--- config.mk ---
export PLATFORM = sky130hd
export DESIGN_NAME = simon_engine_flat
export DESIGN_NICKNAME = d
export VERILOG_FILES = /design/src/rtl/simon_engine_if.sv /design/src/rtl/simon_engine.sv /design/src/flat_wrapper.sv
export SDC_FILE = /design/constraint.sdc
export NUM_CORES = 1
export LEC_CHECK = 0
export ABC_AREA = 1
export BUFFER_PORTS_ARGS = -buffer_cell sky130_fd_sc_hd__buf_2
export CAP_MARGIN = 20
export CORE_ASPECT_RATIO = 0.8
export CORE_MARGIN = 1.5
export CORE_UTILIZATION = 60
export CTS_BUF_LIST = sky130_fd_sc_hd__clkbuf_4 sky130_fd_sc_hd__clkbuf_8
export DETAILED_ROUTE_END_ITERATION = 10
export GPL_ROUTABILITY_DRIVEN = 0
export PLACE_DENSITY = 0.79
export RECOVER_POWER = 50
export SLEW_MARGIN = 10
export SYNTH_ARGS = -nofsm -noshare
export SYNTH_HDL_FRONTEND = slang
export SYNTH_SLANG_ARGS = --single-unit
--- constraint.sdc ---
create_clock -name hz100 -period 4.6 [get_ports hz100]
set_clock_uncertainty 0.2 [all_clocks]
set_input_delay 0.69 -clock hz100 [delete_from_list [all_inputs] [get_ports hz100]]
set_output_delay 0.69 -clock hz100 [all_outputs]
set_load 0.02 [all_outputs]
--- src/rtl/simon_engine_if.sv ---
// Player-facing signal bundle for the Simon game engine.
// start is a level request taken only in IDLE/WIN/LOSE; all outputs are valid on every cycle.
interface simon_engine_if #(
  parameter int NUM_BTN = 4
);
  logic               start;
  logic [15:0]        seed;
  logic [NUM_BTN-1:0] btn;
  logic [NUM_BTN-1:0] led;
  logic [2:0]         state;
  logic [6:0]         level;
  logic               busy;
  logic               win;
  logic               lose;

  modport master (
    output start, seed, btn,
    input  led, state, level, busy, win, lose
  );

  modport slave (
    input  start, seed, btn,
    output led, state, level, busy, win, lose
  );
endinterface

--- src/rtl/simon_engine.sv ---
// Simon memory game: LFSR-generated sequence, timed LED replay, and player input checking.
module simon_engine #(
  parameter int NUM_BTN       = 4,
  parameter int MAX_LEN       = 16,
  parameter int SHOW_TICKS    = 50,
  parameter int GAP_TICKS     = 25,
  parameter int TIMEOUT_TICKS = 500
) (
  input  logic           hz100,
  input  logic           reset,
  simon_engine_if.slave  bus
);

  localparam int BW    = (NUM_BTN > 1) ? $clog2(NUM_BTN) : 1;
  localparam int IW    = $clog2(MAX_LEN);
  localparam int MAXT0 = (SHOW_TICKS > GAP_TICKS) ? SHOW_TICKS : GAP_TICKS;
  localparam int MAXT  = (MAXT0 > TIMEOUT_TICKS) ? MAXT0 : TIMEOUT_TICKS;
  localparam int CW    = $clog2(MAXT + 1);
  localparam logic [15:0] LFSR_INIT = 16'hACE1;

  typedef enum logic [2:0] {
    S_IDLE     = 3'd0,
    S_GEN      = 3'd1,
    S_SHOW_ON  = 3'd2,
    S_SHOW_OFF = 3'd3,
    S_INPUT    = 3'd4,
    S_WIN      = 3'd5,
    S_LOSE     = 3'd6
  } state_e;

  state_e             state_q, state_d;
  logic [15:0]        lfsr_q, lfsr_d;
  logic [6:0]         level_q, level_d;
  logic [6:0]         idx_q, idx_d;
  logic [6:0]         ptr_q, ptr_d;
  logic [CW-1:0]      cnt_q, cnt_d;
  logic               win_q, win_d;
  logic               lose_q, lose_d;
  logic [NUM_BTN-1:0] sync1_q, sync2_q, prev_q;
  logic [BW-1:0]      seq_q [MAX_LEN];
  logic               seq_we;
  logic [NUM_BTN-1:0] led_c;

  logic [NUM_BTN-1:0] rise;
  logic [BW-1:0]      show_sel;
  logic [BW-1:0]      exp_sel;
  logic [15:0]        lfsr_next;

  function automatic logic [NUM_BTN-1:0] onehot(input logic [BW-1:0] sel);
    onehot      = '0;
    onehot[sel] = 1'b1;
  endfunction

  // prev_q tracks the synchronized buttons continuously, so a button held across
  // reset release or game start never looks like a fresh rising edge in INPUT.
  assign rise      = sync2_q & ~prev_q;
  assign show_sel  = seq_q[idx_q[IW-1:0]];
  assign exp_sel   = seq_q[ptr_q[IW-1:0]];
  assign lfsr_next = {lfsr_q[0] ^ lfsr_q[2] ^ lfsr_q[3] ^ lfsr_q[5], lfsr_q[15:1]};

  always_ff @(posedge hz100) begin
    if (!reset) begin
      state_q <= S_IDLE;
      lfsr_q  <= LFSR_INIT;
      level_q <= '0;
      idx_q   <= '0;
      ptr_q   <= '0;
      cnt_q   <= '0;
      win_q   <= 1'b0;
      lose_q  <= 1'b0;
      sync1_q <= '0;
      sync2_q <= '0;
      prev_q  <= '0;
    end else begin
      state_q <= state_d;
      lfsr_q  <= lfsr_d;
      level_q <= level_d;
      idx_q   <= idx_d;
      ptr_q   <= ptr_d;
      cnt_q   <= cnt_d;
      win_q   <= win_d;
      lose_q  <= lose_d;
      sync1_q <= bus.btn;
      sync2_q <= sync1_q;
      prev_q  <= sync2_q;
    end
  end

  // Sequence memory is never reset: an entry is always written by GEN before replay reads it.
  always_ff @(posedge hz100) begin
    if (seq_we) seq_q[level_q[IW-1:0]] <= lfsr_q[BW-1:0];
  end

  always_comb begin
    state_d = state_q;
    lfsr_d  = lfsr_q;
    level_d = level_q;
    idx_d   = idx_q;
    ptr_d   = ptr_q;
    cnt_d   = cnt_q;
    win_d   = win_q;
    lose_d  = lose_q;
    seq_we  = 1'b0;
    led_c   = '0;

    case (state_q)
      S_IDLE, S_WIN, S_LOSE: begin
        if (state_q == S_WIN) led_c = '1;
        if (bus.start) begin
          lfsr_d  = (bus.seed == 16'h0000) ? LFSR_INIT : bus.seed;
          win_d   = 1'b0;
          lose_d  = 1'b0;
          level_d = '0;
          cnt_d   = '0;
          state_d = S_GEN;
        end
      end
      S_GEN: begin
        seq_we  = 1'b1;
        lfsr_d  = lfsr_next;
        level_d = level_q + 7'd1;
        idx_d   = '0;
        cnt_d   = '0;
        state_d = S_SHOW_OFF;
      end
      S_SHOW_ON: begin
        led_c = onehot(show_sel);
        if (cnt_q == CW'(SHOW_TICKS - 1)) begin
          cnt_d   = '0;
          idx_d   = idx_q + 7'd1;
          state_d = S_SHOW_OFF;
        end else begin
          cnt_d = cnt_q + CW'(1);
        end
      end
      S_SHOW_OFF: begin
        if (cnt_q == CW'(GAP_TICKS - 1)) begin
          cnt_d = '0;
          if (idx_q < level_q) begin
            state_d = S_SHOW_ON;
          end else begin
            ptr_d   = '0;
            state_d = S_INPUT;
          end
        end else begin
          cnt_d = cnt_q + CW'(1);
        end
      end
      S_INPUT: begin
        led_c = sync2_q;
        // A press in the expiry cycle is judged as a press, not as a timeout.
        if (rise != '0) begin
          if (rise == onehot(exp_sel)) begin
            cnt_d = '0;
            if (ptr_q == level_q - 7'd1) begin
              if (level_q == 7'(MAX_LEN)) begin
                win_d   = 1'b1;
                state_d = S_WIN;
              end else begin
                state_d = S_GEN;
              end
            end else begin
              ptr_d = ptr_q + 7'd1;
            end
          end else begin
            lose_d  = 1'b1;
            state_d = S_LOSE;
          end
        end else if (cnt_q == CW'(TIMEOUT_TICKS - 1)) begin
          lose_d  = 1'b1;
          state_d = S_LOSE;
        end else begin
          cnt_d = cnt_q + CW'(1);
        end
      end
      default: state_d = S_IDLE;
    endcase
  end

  assign bus.led   = led_c;
  assign bus.state = state_q;
  assign bus.level = level_q;
  assign bus.busy  = (state_q == S_GEN) || (state_q == S_SHOW_ON) ||
                     (state_q == S_SHOW_OFF) || (state_q == S_INPUT);
  assign bus.win   = win_q;
  assign bus.lose  = lose_q;

endmodule

--- src/flat_wrapper.sv ---
// flat-port wrapper written by rule: the top's interface ports become plain ports
module simon_engine_flat 
#(
  parameter int NUM_BTN       = 4,
  parameter int MAX_LEN       = 16,
  parameter int SHOW_TICKS    = 50,
  parameter int GAP_TICKS     = 25,
  parameter int TIMEOUT_TICKS = 500
)
  (hz100, reset, bus_start, bus_seed, bus_btn, bus_led, bus_state, bus_level, bus_busy, bus_win, bus_lose);
  simon_engine_if #(.NUM_BTN(NUM_BTN)) bus_i ();
  input  logic hz100;
  input  logic reset;
  input wire logic [$bits(bus_i.start)-1:0] bus_start;
  input wire logic [$bits(bus_i.seed)-1:0] bus_seed;
  input wire logic [$bits(bus_i.btn)-1:0] bus_btn;
  output wire logic [$bits(bus_i.led)-1:0] bus_led;
  output wire logic [$bits(bus_i.state)-1:0] bus_state;
  output wire logic [$bits(bus_i.level)-1:0] bus_level;
  output wire logic [$bits(bus_i.busy)-1:0] bus_busy;
  output wire logic [$bits(bus_i.win)-1:0] bus_win;
  output wire logic [$bits(bus_i.lose)-1:0] bus_lose;
  assign bus_i.start = bus_start;
  assign bus_i.seed = bus_seed;
  assign bus_i.btn = bus_btn;
  assign bus_led = bus_i.led;
  assign bus_state = bus_i.state;
  assign bus_level = bus_i.level;
  assign bus_busy = bus_i.busy;
  assign bus_win = bus_i.win;
  assign bus_lose = bus_i.lose;
  simon_engine #(.NUM_BTN(NUM_BTN), .MAX_LEN(MAX_LEN), .SHOW_TICKS(SHOW_TICKS), .GAP_TICKS(GAP_TICKS), .TIMEOUT_TICKS(TIMEOUT_TICKS)) u_core (.hz100(hz100), .reset(reset), .bus(bus_i));
endmodule
==> impl_results.md <==
* CP arrival at about 3.9 ns
* Final WL at ~13,000 microns
* Maximum VDD drop at 0.328 mV
* # resized after CTS at 0
* Initial Util at 0.619
* Clock Sinks at ~100
* Mapped cell area at ~5600 sq um
* Most frequent cells in the layout: nand2_1 (183), inv_1 (98), nor2_1 (88), dfxtp_1 (71), nand3_1 (67)
* Max Slew Vio Count at between 40 and 50
* Worst EP required at 4.59 ns
* Die Area at 9920 sq um
* Largest net degree at the start of global routing at 45
* Core area at between 9000 and 10,000 sq um
* Initial antenna violation count at 0
* Minimum clock period at roughly 3.9 ns
* Clk pin slew, worst setup/hold paths at between 0.1 and 0.15 ns
* Tot GR Track Use at 0.280
* Wire per inst at 14.7 microns
* RSZ-0062 raised after global routing: no
* Yosys reg bits at ~100
* Worst path slowest cell: nor2_1
* CTS buffer count at 9
* Worst-Margin Slew at roughly 1.9 ns
* Crit. Startpoint: u_core.bus.state[0]$_SDFFE_PN0P_
* Final net count at between 800 and 900
* R2R cell count at 12
* DIE WIDTH at 111 microns
* Max_cap viols at 1
* Vias in the first global route at approximately 4,700
* Ant diodes at 0
* Antenna viol nets, final at 0
* CP dominant cell by count: nand2_1
* Hold Startpoint: u_core.sync1_q[0]$_SDFF_PN0_
* Min setup slack post-route at between 0.7 and 0.8 ns
* H-Tree Depth at 3
* Grt ovf at 0
* IO Pins at 40
* Final Hold Vio Count at 0
* Leakage power at 2.54 nW
* Initial DRC count at 619
* Crit path cell chain: clkinv_1 -> nor2_1 -> o21ai_4 -> nand2_1 -> or3_1 -> nand2_2 -> nor2_1 -> clkinvlp_2 -> nand2_1 -> inv_6 -> nand2_1 -> nand3_1
* Initial DRT Pass Iterations at 6
* Commonest non-fill, non-tap cell in the layout: nand2_1
* First-pass GRT wire length at between 20,000 and 25,000 microns
* Share of cells above drive strength 1 at 0.0820
* Cell Rows at 31
* Synth warn at 0
* DRC Markers at 0
* Final cycle utilization of the critical path at 0.846
* Pre-CTS WS at between 1.5 and 2 ns
* DR vias/cell at between 5 and 6
* Fmax at about 260 MHz
* Maximum buffer depth of the clock tree at 2
* Vias at approximately 5,100
* Syn nets at 800
* Worst-Skew Late Latency at roughly 0.39 ns
* Cells on Worst Hold Path at 2
* Synth cell types at 46
* Syn_area_per_cell at between 7 and 8 sq um
* Rel. slew slack at -0.296
* Post-CTS setup buffer count at 0
* Startpoint types: flip-flop
* Outcome: finished, violations left
* Hold-fix buffers, CTS at 0
* Worst-path maximum fanout at 18
* Final setup viols at 0
* TritonCTS clock tree: built
* Power Dens Cells at roughly 530 nW/um^2
* Slowest cell delay on critical path at 0.63 ns
* Clock tree root driver cell: clkbuf_8
* Die H at 89.4 microns
* Sum Neg Setup Slack at 0 ns
* IO Port Bufs at 39
* Synth Instances at approximately 760
* Failing checks: capacitance limit, slew limit
* Worst Setup Path Type: reg -> reg
* Area grow syn2layout at 6.55%
* Min-Delay Path Class: reg -> reg
* Post-synthesis sequential area ratio at 0.426
* Crit. End Element: flip-flop
* Post-DP HPWL at slightly below 10,000 microns
* R2R Path Start: u_core.bus.state[0]$_SDFFE_PN0P_
[where the power goes]
group          leakage [nW]  total, mW  internal (mW)  switching, mW
registers             0.870       1.29           1.11          0.172
logic                  1.57       1.37          0.448          0.923
clock network        0.0919      0.533          0.203          0.330
[critical path, delay by kind of cell (launching register included)]
kind | cells | cell delay (ns)
buffers and inverters | 3 | 0.88
AO/OA/AOI/OAI | 1 | 0.14
AND/OR/NAND/NOR | 8 | 1.98
flip-flops | 1 | 0.49
[cells in the mapped netlist (all sizes together)]
cell / number / area [sq um]
a211oi: 1 / 12.5
a21oi: 35 / 179
a31o: 1 / 8.76
a31oi: 10 / 62.6
and2: 1 / 6.26
and3: 2 / 12.5
buf: 11 / 62.6
clkbuf: 13 / 48.8
dfxtp: 71 / 1420
edfxtp: 32 / 961
ha: 15 / 188
inv: 105 / 402
nand2: 185 / 707
nand3: 70 / 373
nand3b: 11 / 82.6
nand4: 14 / 87.6
nor2: 89 / 347
nor3: 8 / 45.0
nor3b: 3 / 22.5
nor4: 6 / 37.5
o211ai: 22 / 165
o21ai: 31 / 166
o221ai: 2 / 17.5
o31ai: 1 / 7.51
or2: 11 / 68.8
or3: 1 / 6.26
xnor2: 4 / 35.0
xor2: 7 / 61.3
[logic make-up (layout without fill, tap and decap cells)]
| logic type | Yosys count | count (layout) | synth area share |
|---|---|---|---|
| adders and majority gates | 15 | 15 | 0.0335 |
| buffers and inverters | 129 | 160 | 0.0917 |
| xor gates and xnor gates | 11 | 11 | 0.0172 |
| AOI/OAI and AO/OA | 103 | 103 | 0.111 |
| DFF | 103 | 103 | 0.426 |
| and+or+nand+nor | 401 | 401 | 0.321 |
[through the flow]
stage          instances  total power, mW  hold WS [ns]  instance area [sq um]  utilization
3_3_place_gp         892             2.64         0.194                   5820        0.644
2_1_floorplan        762             2.37         0.190                   5590            -
5_1_grt              908             3.43         0.228                   5960        0.660
6_report             908             3.19         0.220                   5960        0.660
4_1_cts              908             3.22         0.216                   6000        0.664
3_5_place_dp         892             2.68         0.197                   5820        0.644
[path summary, 6_finish.rpt]
| check | to | slack, ns |
|---|---|---|
| worst max-delay path | u_core.lfsr_q[15]$_SDFFE_PN1P_ | 0.71 |
| worst min register to register | u_core.sync2_q[0]$_SDFF_PN0_ | 0.22 |
| worst max register to register | u_core.lfsr_q[15]$_SDFFE_PN1P_ | 0.71 |
| worst min-delay path | u_core.sync2_q[0]$_SDFF_PN0_ | 0.22 |
[flip-flops by register name (all words and copies together), names as in the netlist, named ones only]
name / flops
u_core.sync1_q: 4
u_core.prev_q: 4
u_core.bus.state: 3
u_core.cnt_q: 9
u_core.idx_q: 7
u_core.bus.lose: 1
u_core.bus.level: 7
u_core.sync2_q: 4
u_core.ptr_q: 7
u_core.bus.win: 1
u_core.seq_q: 32
u_core.lfsr_q: 16
[cell type report]
class,count,area [sq um]
Multi-Input combinational cell,530,2680
Timing Repair Buffer,39,179
Tap cell,115,144
Clock inverter,7,55.1
Fill cell,807,3080
Sequential cell,103,2380
Inverter,105,400
Clock buffer,9,124
[metal layers]
metal / routed length [microns] / track usage
met1: 6040 / 0.367
met4: 364 / 0.148
met3: 816 / 0.0502
met5: 0 / 0
met2: 6130 / 0.453
No activity file was read; power rests on OpenSTA's default activity.
